[config.mk]
export PLATFORM = sky130hd
export DESIGN_NAME = cnn_state_mac_seq
export DESIGN_NICKNAME = d
export VERILOG_FILES = /design/src/rtl/cnn_state_mac_seq.sv
export SDC_FILE = /design/constraint.sdc
export NUM_CORES = 1
export LEC_CHECK = 0
export CAP_MARGIN = 20
export CORE_MARGIN = 4
export CORE_UTILIZATION = 57
export DETAILED_ROUTE_END_ITERATION = 6
export PLACE_DENSITY = 0.83
export SLEW_MARGIN = 20
export SYNTH_ARGS = -nofsm -noshare
export SYNTH_HDL_FRONTEND = slang
export SYNTH_SLANG_ARGS = --single-unit
[constraint.sdc]
create_clock -name clk -period 12.01 [get_ports clk]
set_input_delay 3.603 -clock clk [delete_from_list [all_inputs] [get_ports clk]]
set_output_delay 3.603 -clock clk [all_outputs]
set_load 0.005 [all_outputs]
[src/rtl/cnn_state_mac_seq.sv]
// cnn_state_mac_seq: sequential CNN state-update engine.
// Computes Xnew = sum(A*Y) + sum(B*U) + I over TAPS taps. Each RUN cycle
// evaluates one A*Y and one B*U product.
// Optional macro CNN_STATE_MAC_SAT_EN: when defined, out_data saturates when
// the result is out of range; when undefined, out_data wraps.
module cnn_state_mac_seq #(
    parameter int unsigned DATA_W = 9,
    parameter int unsigned Y_W    = 17,
    parameter int unsigned TAPS   = 9,
    parameter int unsigned ACC_W  = 32,
    parameter int unsigned OUT_W  = 17
) (
    input  logic                     clk,
    input  logic                     rst_n,
    input  logic                     flush,
    input  logic                     in_valid,
    output logic                     in_ready,
    input  logic [TAPS*DATA_W-1:0]   a_taps,
    input  logic [TAPS*DATA_W-1:0]   b_taps,
    input  logic [TAPS*DATA_W-1:0]   u_taps,
    input  logic [TAPS*Y_W-1:0]      y_taps,
    input  logic [DATA_W-1:0]        i_bias,
    output logic                     out_valid,
    input  logic                     out_ready,
    output logic [OUT_W-1:0]         out_data,
    output logic                     out_ovf
);

    localparam int unsigned K_W  = (TAPS > 1) ? $clog2(TAPS) : 1;
    localparam int unsigned HI_W = ACC_W - OUT_W + 1;
    localparam logic [K_W-1:0] K_LAST = K_W'(TAPS - 1);

    typedef enum logic [1:0] {
        IDLE = 2'd0,
        RUN  = 2'd1,
        DONE = 2'd2
    } state_t;

    state_t                    state;
    logic [K_W-1:0]            k;
    logic signed [ACC_W-1:0]   acc;
    logic [TAPS*DATA_W-1:0]    a_r;
    logic [TAPS*DATA_W-1:0]    b_r;
    logic [TAPS*DATA_W-1:0]    u_r;
    logic [TAPS*Y_W-1:0]       y_r;

    logic signed [DATA_W-1:0]  a_sel;
    logic signed [DATA_W-1:0]  b_sel;
    logic signed [DATA_W-1:0]  u_sel;
    logic signed [Y_W-1:0]     y_sel;
    logic signed [ACC_W-1:0]   mac_sum_c;
    logic [HI_W-1:0]           res_hi_c;
    logic                      res_ovf_c;
    logic [OUT_W-1:0]          res_data_c;

    // Current-tap operand select, MAC step and width reduction of the new sum
    always_comb begin
        a_sel      = a_r[k*DATA_W +: DATA_W];
        b_sel      = b_r[k*DATA_W +: DATA_W];
        u_sel      = u_r[k*DATA_W +: DATA_W];
        y_sel      = y_r[k*Y_W +: Y_W];
        mac_sum_c  = acc + ACC_W'(a_sel) * ACC_W'(y_sel)
                         + ACC_W'(b_sel) * ACC_W'(u_sel);
        // In range exactly when all bits from the OUT_W sign bit up agree
        res_hi_c   = mac_sum_c[ACC_W-1:OUT_W-1];
        res_ovf_c  = !((&res_hi_c) || (~|res_hi_c));
`ifdef CNN_STATE_MAC_SAT_EN
        if (res_ovf_c) begin
            res_data_c = mac_sum_c[ACC_W-1] ? {1'b1, {(OUT_W-1){1'b0}}}
                                            : {1'b0, {(OUT_W-1){1'b1}}};
        end else begin
            res_data_c = mac_sum_c[OUT_W-1:0];
        end
`else
        res_data_c = mac_sum_c[OUT_W-1:0];
`endif
    end

    // Control FSM with registered handshake outputs and operand capture
    always_ff @(posedge clk or negedge rst_n) begin
        if (!rst_n) begin
            state     <= IDLE;
            k         <= '0;
            acc       <= '0;
            a_r       <= '0;
            b_r       <= '0;
            u_r       <= '0;
            y_r       <= '0;
            in_ready  <= 1'b0;
            out_valid <= 1'b0;
            out_data  <= '0;
            out_ovf   <= 1'b0;
        end else if (flush) begin
            state     <= IDLE;
            k         <= '0;
            acc       <= '0;
            in_ready  <= 1'b1;
            out_valid <= 1'b0;
        end else begin
            case (state)
                IDLE: begin
                    if (in_valid && in_ready) begin
                        a_r      <= a_taps;
                        b_r      <= b_taps;
                        u_r      <= u_taps;
                        y_r      <= y_taps;
                        acc      <= ACC_W'(signed'(i_bias));
                        k        <= '0;
                        in_ready <= 1'b0;
                        state    <= RUN;
                    end else begin
                        in_ready <= 1'b1;
                    end
                end
                RUN: begin
                    acc <= mac_sum_c;
                    if (k == K_LAST) begin
                        k         <= '0;
                        out_valid <= 1'b1;
                        out_data  <= res_data_c;
                        out_ovf   <= res_ovf_c;
                        state     <= DONE;
                    end else begin
                        k <= k + K_W'(1);
                    end
                end
                DONE: begin
                    if (out_ready) begin
                        out_valid <= 1'b0;
                        in_ready  <= 1'b1;
                        state     <= IDLE;
                    end
                end
                default: begin
                    state     <= IDLE;
                    in_ready  <= 1'b0;
                    out_valid <= 1'b0;
                end
            endcase
        end
    end

endmodule

==> impl_metrics.sql <==
INSERT INTO impl_metrics (metric_group, metric, value, unit) VALUES
('timing', 'final.setup_skew', '47.8', 'ps'),
('worst_setup_path', 'crit_path_max_incr_delay', '920', 'ps'),
('global_route', 'grt_first_pass_wirelength', '141000', 'um'),
('yosys', 'post-synth-top-count-cell', 'dfrtp_1', ''),
('drt', 'drt_pre_antenna_iters', '5', ''),
('place', 'buffer_ports.inserted', '429', ''),
('cts', 'cts_repair_resize_count', '0', ''),
('drt', 'dr_total_vias', '21656', ''),
('timing', 'tightestPinTransition', '1230', 'ps'),
('worst_setup_path', 'worst_setup_path_end_kind', 'register', ''),
('cts', 'cts_root_buffer', 'clkbuf_16', ''),
('floorplan', 'die_height', '243', 'um'),
('place', 'gp_congestion', '0.934', ''),
('drt', 'drtIter0Drc', '1487', ''),
('cts', 'worst_setup_hold_path_clk_slew', '60', 'ps'),
('drt', 'route.detailed.vias_per_inst', '5.79', ''),
('drt', 'wl', '90200', 'um'),
('global_route', 'grt_max_degree', '195', ''),
('worst_setup_path', 'critical_path.reg2reg.startpoint', 'k[1]', ''),
('worst_setup_path', 'crit_path_end', 'out_ovf', ''),
('final_layout', 'design.final.nets', '3795', ''),
('worst_setup_path', 'crit_top_cell', 'fa_1', ''),
('timing', 'rsz0062_at_grt', 'no', ''),
('worst_setup_path', 'worst_path_dominant_cell_family', 'adder cells', ''),
('cts', 'cts_hold_buf', '0', ''),
('yosys', 'synth.yosys.seq_area_share', '36.2', '%'),
('yosys', 'synth_enable_flop_cells', '0', ''),
('global_route', 'initial_antenna_violation_count', '35', ''),
('worst_setup_path', 'critPathKind', 'register to register', ''),
('worst_setup_path', 'path_depth', '27', ''),
('yosys', 'synth_top_cell_by_area', 'dfrtp_1', ''),
('worst_setup_path', 'start_kind', 'register', ''),
('yosys', 'postSynth.topFlopCell', 'dfrtp_1', ''),
('floorplan', 'die-area', '58800', 'sq um'),
('floorplan', 'ios', '430', ''),
('worst_setup_path', 'critPathSlowestCell', 'dfrtp_4', ''),
('cts', 'cts_inserted_buffers', '48', ''),
('worst_setup_path', 'arrival', '10630', 'ps'),
('worst_setup_path', 'reg2reg_to', 'out_ovf', ''),
('timing', 'period_needed', '10190', 'ps'),
('worst_setup_path', 'ff2ff_path_depth', '27', ''),
('worst_setup_path', 'cp_max_fo', '50', ''),
('worst_setup_path', 'critical_path.startpoint', 'k[1]', ''),
('hold_path', 'timing.hold.worst.start', 'out_data[9]', ''),
('timing', 'timing_hold_violations_final', '0', ''),
('yosys', 'synth_seq_cells', '454', ''),
('worst_setup_path', 'crit_required', '12440', 'ps'),
('timing', 'fmaxAchievable', '0.0981', 'GHz'),
('timing', 'setup_violations', '0', ''),
('cts', 'tritoncts', 'built', ''),
('place', 'post-dp-hpwl', '70200', 'um'),
('floorplan', 'die_x', '243', 'um'),
('cts', 'number_of_setup_buffers_added_after_cts', '0', ''),
('yosys', 'largest_cells_by_area_after_synthesis', 'dfrtp_1 (36%), fa_1 (20%), mux2_2 (15%)', ''),
('yosys', 'synth.cell_area', '31400', 'sq um'),
('yosys', 'syn-instance-count', '2588', ''),
('global_route', 'sum_of_overflow_across_all_layers_after_global_routing', '0', ''),
('drt', 'antenna_left', '0', ''),
('cts', 'cts.sink_count', '454', ''),
('yosys', 'synth_top_area_share', '36.2', '%'),
('timing', 'period_share', '84.9', '%'),
('floorplan', 'std_cell_rows', '85', ''),
('timing', 'final_max_slew_viols', '0', ''),
('yosys', 'synth_cell_types', '71', ''),
('cts', 'cts.htree.levels', '2', ''),
('worst_setup_path', 'worst-path-buf-inv', '6', ''),
('timing', 'maxSlewHeadroom', '17.8', '%'),
('floorplan', 'floorplan.initialDensity', '57.9', '%'),
('drt', 'post-route-drc-count', '0', ''),
('outcome', 'outcome', 'finished clean', ''),
('timing', 'fin_setup_tns', '0', 'ps');
[state kept, by name (all words and copies together) (netlist names)]
name and count:
k 4, state 2, out_ovf 1, a_r 81, u_r 81, in_ready 1, acc 32, y_r 153
out_data 17, out_valid 1, b_r 81
[worst min-delay path, delay by kind of cell, from the launching register on]
kind	cells	cell delay, ps
DFF	1	340
AOI/OAI and AO/OA	1	60
and+or+nand+nor	1	40
[per-stage QoR]
stage	utilization [%]	instance area [sq um]	std cells	hold WS, ps	setup WS [ps]
floorplan	-	31400	2588	439	3290
global placement	67.1	36300	3624	452	2200
detailed placement	67.1	36300	3625	465	1980
CTS	70.1	38000	3713	481	1910
global route	70.3	38100	3733	502	1330
finish	70.4	38100	3742	477	1820
[how the worst min path moves through the flow]
stage | to | cells after the start
after floorplan | acc[12] | 2
after global placement | acc[18] | 2
after detailed placement | acc[19] | 2
after CTS | acc[28] | 2
after global routing | out_data[9] | 2
final | out_data[9] | 2
[kinds of logic after synthesis]
family,share of synthesized area [%]
multiplexers,22.5
buffers and inverters,5.91
AND/OR/NAND/NOR,6.83
flip-flops,36.2
adder cells (fa/ha/maj),23.5
AO/OA/AOI/OAI,4.27
XOR/XNOR,0.810
[cell usage in the layout (no fill, tap or decap), drive strengths merged, types with 15 or more instances in the layout]
cell type,instances
nand2b,22
diode,28
clkbuf,66
clkdlybuf4s50,428
a21oi,46
ha,98
o21ai,74
buf,31
mux4,88
xnor2,16
nor2,152
nand2,188
a21o,15
mux2,406
mux2i,49
fa,307
and2,21
dfrtp,454
nor2b,31
inv,361
[final cells by class]
class	instances	area, sq um
antenna	28	70.1
clock buffer	66	1380
sequential	454	11400
tap	696	871
multi-input combinational	1659	18200
timing repair buffer	459	4570
fill	3642	16000
clock inverter	22	283
inverter	358	1340
[layer usage]
metal  track usage [%]  part of all wire, %  up-vias
li1                  -                    -     9399
met1              40.7                   40    11259
met2              50.6                   49      801
met3              8.96                  8.6      171
met4              9.03                  2.8       26
met5                 0                 0.20        -
Power is left out: the tool's default activity adds up to more than one toggle a clock period on the data nets, which glitch-free logic cannot reach.
